## src/rtl/duty_meas_ctrl.sv

```systemverilog
// duty_meas_ctrl
//   Controls a duty-cycle meter. A burst starts from a one-cycle start
//   request: the meter is reset for two cycles, then AVG_N = 2**AVG_LOG2
//   in-range samples are collected. A sample is the rising edge of the
//   stretched meter_valid. The accumulated sum is divided by AVG_N by
//   shifting, and the result is offered on a valid/ready output. Samples
//   outside [DUTY_MIN, DUTY_MAX] are dropped with an err_range pulse. If
//   TIMEOUT_CYC cycles pass without progress, the burst is aborted with an
//   err_timeout pulse.
//
//   Optional build macro DUTY_CTRL_AUTO_EN: adds a free-running period
//   counter. Every PERIOD_CYC cycles it raises an internal trigger, which is
//   OR'd with start and accepted only in IDLE.
//
// Ports
//   clk_10m      in   10 MHz clock, rising edge
//   rst          in   asynchronous reset, active-high
//   start        in   one-cycle burst request (honoured only in IDLE)
//   meter_valid  in   stretched result-valid from the meter
//   meter_duty   in   meter result, 0.01 % units
//   meter_rst    out  registered reset to the meter, active-high
//   out_ready    in   consumer accepts out_duty
//   out_valid    out  averaged result available
//   out_duty     out  averaged duty, 0.01 % units (held after delivery)
//   busy         out  high whenever the controller is not in IDLE
//   err_timeout  out  one-cycle pulse on burst abort by timeout
//   err_range    out  one-cycle pulse per discarded out-of-range sample
module duty_meas_ctrl #(
   parameter int AVG_LOG2    = 2,
   parameter int TIMEOUT_CYC = 20_000_000,
   parameter int PERIOD_CYC  = 5_000_000,
   parameter int DUTY_MIN    = 2000,
   parameter int DUTY_MAX    = 8000
) (
   input  logic        clk_10m,
   input  logic        rst,
   input  logic        start,
   input  logic        meter_valid,
   input  logic [15:0] meter_duty,
   output logic        meter_rst,
   input  logic        out_ready,
   output logic        out_valid,
   output logic [15:0] out_duty,
   output logic        busy,
   output logic        err_timeout,
   output logic        err_range
);

   localparam int              AVG_N    = 1 << AVG_LOG2;
   localparam int              TMO_W    = $clog2(TIMEOUT_CYC + 1);
   localparam logic [TMO_W-1:0] TMO_LAST = TMO_W'(TIMEOUT_CYC - 1);
   localparam logic [4:0]      CNT_FULL = 5'(AVG_N);
   localparam logic [15:0]     D_MIN    = 16'(DUTY_MIN);
   localparam logic [15:0]     D_MAX    = 16'(DUTY_MAX);

   typedef enum logic [2:0] {
      IDLE     = 3'd0,
      ARM      = 3'd1,
      WAIT_RES = 3'd2,
      WAIT_LOW = 3'd3,
      DONE     = 3'd4,
      ERR      = 3'd5
   } state_t;

   state_t           state_q, state_d;
   logic [19:0]      acc_q, acc_d;
   logic [4:0]       cnt_q, cnt_d;
   logic [TMO_W-1:0] tmo_q, tmo_d;
   logic             arm_q, arm_d;
   logic             prev_q, prev_d;
   logic [15:0]      out_duty_q, out_duty_d;
   logic             out_valid_q, out_valid_d;
   logic             busy_q, busy_d;
   logic             meter_rst_q, meter_rst_d;
   logic             err_timeout_q, err_timeout_d;
   logic             err_range_q, err_range_d;
   logic             auto_trig_s;
   logic             trig_s;
   logic             sample_ev_s;
   logic             in_range_s;

`ifdef DUTY_CTRL_AUTO_EN
   localparam int              PER_W    = $clog2(PERIOD_CYC + 1);
   localparam logic [PER_W-1:0] PER_LAST = PER_W'(PERIOD_CYC - 1);

   logic [PER_W-1:0] per_q, per_d;

   // Free-running period counter; wraps and fires the trigger every PERIOD_CYC cycles
   always_comb begin
      per_d       = per_q + PER_W'(1);
      auto_trig_s = 1'b0;
      if (per_q == PER_LAST) begin
         per_d       = {PER_W{1'b0}};
         auto_trig_s = 1'b1;
      end else begin
         auto_trig_s = 1'b0;
      end
   end

   // Period counter register
   always_ff @(posedge clk_10m or posedge rst) begin
      if (rst) begin
         per_q <= {PER_W{1'b0}};
      end else begin
         per_q <= per_d;
      end
   end
`else
   assign auto_trig_s = 1'b0;
`endif

   assign trig_s      = start | auto_trig_s;
   // Only the rising edge of the stretched valid counts as a sample
   assign sample_ev_s = meter_valid & ~prev_q;
   assign in_range_s  = (meter_duty >= D_MIN) && (meter_duty <= D_MAX);

   // Next-state, datapath and registered-output decode
   always_comb begin
      state_d     = state_q;
      acc_d       = acc_q;
      cnt_d       = cnt_q;
      tmo_d       = tmo_q;
      arm_d       = arm_q;
      out_duty_d  = out_duty_q;
      err_range_d = 1'b0;
      prev_d      = meter_valid;

      case (state_q)
         IDLE: begin
            if (trig_s) begin
               acc_d   = 20'd0;
               cnt_d   = 5'd0;
               arm_d   = 1'b0;
               state_d = ARM;
            end else begin
               state_d = IDLE;
            end
         end
         ARM: begin
            // arm_q marks the second meter-reset cycle
            if (arm_q) begin
               tmo_d   = {TMO_W{1'b0}};
               state_d = WAIT_RES;
            end else begin
               arm_d = 1'b1;
            end
         end
         WAIT_RES: begin
            tmo_d = tmo_q + TMO_W'(1);
            // An accepted sample is progress, so it wins over a coincident timeout
            if (sample_ev_s && in_range_s) begin
               acc_d   = acc_q + {4'b0000, meter_duty};
               cnt_d   = cnt_q + 5'd1;
               tmo_d   = {TMO_W{1'b0}};
               state_d = WAIT_LOW;
            end else if (tmo_q == TMO_LAST) begin
               state_d = ERR;
            end else if (sample_ev_s) begin
               err_range_d = 1'b1;
               state_d     = WAIT_LOW;
            end else begin
               state_d = WAIT_RES;
            end
         end
         WAIT_LOW: begin
            tmo_d = tmo_q + TMO_W'(1);
            if (tmo_q == TMO_LAST) begin
               state_d = ERR;
            end else if (!meter_valid) begin
               if (cnt_q == CNT_FULL) begin
                  out_duty_d = 16'(acc_q >> AVG_LOG2);
                  state_d    = DONE;
               end else begin
                  state_d = WAIT_RES;
               end
            end else begin
               state_d = WAIT_LOW;
            end
         end
         DONE: begin
            if (out_ready) begin
               state_d = IDLE;
            end else begin
               state_d = DONE;
            end
         end
         ERR: begin
            state_d = IDLE;
         end
         default: begin
            state_d = IDLE;
         end
      endcase

      // Outputs are registered from the next state so they line up with it
      out_valid_d   = (state_d == DONE);
      busy_d        = (state_d != IDLE);
      err_timeout_d = (state_d == ERR);
      meter_rst_d   = (state_d == ARM) || (state_d == ERR);
   end

   // State, datapath and output registers
   always_ff @(posedge clk_10m or posedge rst) begin
      if (rst) begin
         state_q       <= IDLE;
         acc_q         <= 20'd0;
         cnt_q         <= 5'd0;
         tmo_q         <= {TMO_W{1'b0}};
         arm_q         <= 1'b0;
         prev_q        <= 1'b0;
         out_duty_q    <= 16'd0;
         out_valid_q   <= 1'b0;
         busy_q        <= 1'b0;
         meter_rst_q   <= 1'b1;
         err_timeout_q <= 1'b0;
         err_range_q   <= 1'b0;
      end else begin
         state_q       <= state_d;
         acc_q         <= acc_d;
         cnt_q         <= cnt_d;
         tmo_q         <= tmo_d;
         arm_q         <= arm_d;
         prev_q        <= prev_d;
         out_duty_q    <= out_duty_d;
         out_valid_q   <= out_valid_d;
         busy_q        <= busy_d;
         meter_rst_q   <= meter_rst_d;
         err_timeout_q <= err_timeout_d;
         err_range_q   <= err_range_d;
      end
   end

   assign meter_rst   = meter_rst_q;
   assign out_valid   = out_valid_q;
   assign out_duty    = out_duty_q;
   assign busy        = busy_q;
   assign err_timeout = err_timeout_q;
   assign err_range   = err_range_q;

endmodule

```

## config.mk

```make
export PLATFORM = sky130hd
export DESIGN_NAME = duty_meas_ctrl
export DESIGN_NICKNAME = d
export VERILOG_FILES = /design/src/rtl/duty_meas_ctrl.sv
export SDC_FILE = /design/constraint.sdc
export NUM_CORES = 1
export LEC_CHECK = 0
export CORE_AREA = 3 3 123 125
export CTS_BUF_LIST = sky130_fd_sc_hd__clkbuf_8 sky130_fd_sc_hd__clkbuf_16
export CTS_CLUSTER_DIAMETER = 120
export DETAILED_ROUTE_END_ITERATION = 8
export DIE_AREA = 0 0 126 128
export SYNTH_ARGS = -nofsm -noshare
export SYNTH_HDL_FRONTEND = slang
export SYNTH_SLANG_ARGS = --single-unit
```

## constraint.sdc

```tcl
create_clock -name clk_10m -period 3.3 [get_ports clk_10m]
set_input_delay 0.66 -clock clk_10m [delete_from_list [all_inputs] [get_ports clk_10m]]
set_output_delay 0.66 -clock clk_10m [all_outputs]
set_load 0.005 [all_outputs]
```

==> reports/metrics.cfg <==
[clocking]
hold_buffers=0
cts_max_path_buffers=2
cts_htree_levels=3
clkLatencyLatePin_ps=340
cts_setup_buffers=0
tritoncts=yes
clk_pin_slew_ps=60
post_cts_resized=0
cts_made_buffers=9
cts.sinks=74
ctsRootBufferMaster=clkbuf_16

[die]
rows=43
dieHeight_um=128
initial_utilization=0.299
die_w_um=126
die_area_um2=16100
core-area_um2=14000
io_pins=42

[sta]
fin_ws_ps=443
maxSlewHeadroom=0.426
min_period_ps=2860
setup_tns_ps=0
post-route-period-util=0.866
worst_pin_slew_ps=854
whs_ps=492
slew_violations=0
fmax_mhz=350
rsz0062_at_grt=false
finalSetupViolCount=0
hold_viol=0
finClkSkew_ps=8.85

[global_route]
grt_usage=0.126
grt_pass1_vias=3331
grt-ovfl-total=0
grt_pass1_wl_mm=16.5
grt_antenna_before_repair=0
grt_max_degree=34

[pwr]
ir_drop_uv=258
cellLeakagePower_nw=2.31
power.density_nw_per_um2=600
power_mw=3.07

[placement]
preCtsSetupSlack_ps=146
io_buffers=41
postPlaceCellArea_um2=4800
post-dp-hpwl_mm=7.07
post-place-cells=646
gp_congestion=0.835

[setup_path]
critPathLaunchType=primary input
r2r_setup_slack_ps=810
worstPathMaxFanout=3
required_ps=3510
critical_path_arrival_ps=3070
max_stage_delay_ps=440
rr_startpoint=state_q[0]
crit_path_end_kind=flop
path_class=in2reg
cp_cell_sequence=clkdlybuf4s50_1, ha_1, fa_1, a211oi_1, nor3_1, o21ai_0, a21boi_0, o21ai_0, a211oi_1
crit_path_start=meter_duty[0]
worst_path_max_delay_cell=clkdlybuf4s50_1
r2r-end=tmo_q[22]
r2r_cells=6

[route]
wl_per_cell_um=14.5
via_count=3342
first_iter_violations=221
ant_nets=0
routed_wirelength_mm=9.61
vias_per_cell=5.05
drc=0
first_pass_iters=5

[synthesis]
syn_nets=472
syn_area_per_cell_um2=9.70
synthesis.area_um2=4180
yosys_warnings=0
async_flop_share=1.00
synth_edf_count=0
ys_seq_elements=74
ys_seq_area_frac=0.443
synth_flop_cell=dfrtp_1
synth.distinct_cells=57
synth_cells=431

[min_path]
whs_endpoint=out_duty[14]
hold_path.class=reg2reg
min_from=out_duty[14]
min_path_cells=2

[outcome]
outcome=finished clean

[cells_and_area]
final_cell_mix=dfrtp_1, nor2_1, clkdlybuf4s50_1, nand3_1, nand2_1
postLayoutCellArea_um2=5110
n_fill_cell=1433
fin_util=0.365
antennaDiodeCount=0
layout_commonest_cell=dfrtp_1
drive_gt1_frac=0.106
area_delta_synth_final_pct=22.1
instances_no_fill=662
nNetsFinal=518

[flow_run]
maxCapViolCount=0

[registers in the layout, summed over array words and instances (netlist names)]
name         cells
arm_q            1
state_q          3
out_valid        1
busy             1
out_duty        16
cnt_q            5
err_range        1
meter_rst        1
tmo_q           25
prev_q           1
acc_q           18
err_timeout      1
[layout make-up]
| cell class | instances | area, um^2 | share of cell area |
|---|---|---|---|
| repair buffers | 48 | 475 | 0.0931 |
| inverters | 11 | 41.3 | 0.00808 |
| clock inverters | 6 | 66.3 | 0.0130 |
| well taps | 180 | 225 | 0.0441 |
| flip-flops and latches | 74 | 1850 | 0.363 |
| multi-input cells | 333 | 2210 | 0.432 |
| clock buffers | 10 | 239 | 0.0468 |
[worst max-delay path, delay by kind of cell]
| family | cells | cell delay (ps) |
|---|---|---|
| compound gates | 5 | 1160 |
| buf+inv | 1 | 440 |
| simple gates | 1 | 130 |
| fa+ha+maj | 2 | 660 |
[power breakdown]
| part | leakage (nW) | internal [mW] | total [mW] | switching [mW] |
|---|---|---|---|---|
| registers | 0.991 | 1.04 | 1.18 | 0.141 |
| logic | 1.18 | 0.386 | 0.892 | 0.505 |
| clock network | 0.141 | 0.605 | 0.991 | 0.386 |
[synthesized netlist by cell type (4+ instances only)]
master,number,share of area
dfrtp_1,73,0.44
nor2_1,50,0.045
nand3_1,38,0.045
nand2_1,33,0.030
o21ai_0,27,0.032
xor2_1,23,0.048
ha_1,19,0.057
a21oi_1,17,0.020
nand4_1,12,0.018
inv_1,10,0.0090
xnor2_1,10,0.021
nor3_1,9,0.011
a21o_1,8,0.014
mux2_4,8,0.029
mux2_2,7,0.019
nor4_1,7,0.010
and3_1,6,0.0090
clkbuf_1,6,0.0054
a211oi_1,5,0.0090
o31ai_1,5,0.0090
nor2b_1,4,0.0060
[metal layers]
| metal | vias to the layer above | track usage | share of wire |
|---|---|---|---|
| met2 | 67 | 0.202 | 0.47 |
| met4 | 0 | 0.0442 | 0.015 |
| met3 | 9 | 0.0333 | 0.034 |
| met1 | 1619 | 0.167 | 0.48 |
| li1 | 1647 | - | - |
| met5 | - | 0 | 0 |
[how the worst max path moves through the flow]
stage | end | slack, ps | depth (start not counted)
2_1_floorplan | acc_q[0] | 760 | 1
3_3_place_gp | acc_q[14] | 250 | 9
3_5_place_dp | acc_q[14] | 150 | 9
4_1_cts | acc_q[14] | 500 | 9
5_1_grt | acc_q[14] | 290 | 9
6_report | acc_q[14] | 440 | 9
[cells by family after synthesis]
logic type      after synthesis  share of synthesized area
flops                        74                      0.443
compound gates               83                      0.126
fa+ha+maj                    20                     0.0616
xor+xnor                     33                     0.0691
simple gates                181                      0.222
mux                          16                     0.0500
buf+inv                      24                     0.0290
(Power assumes the default switching activity.)
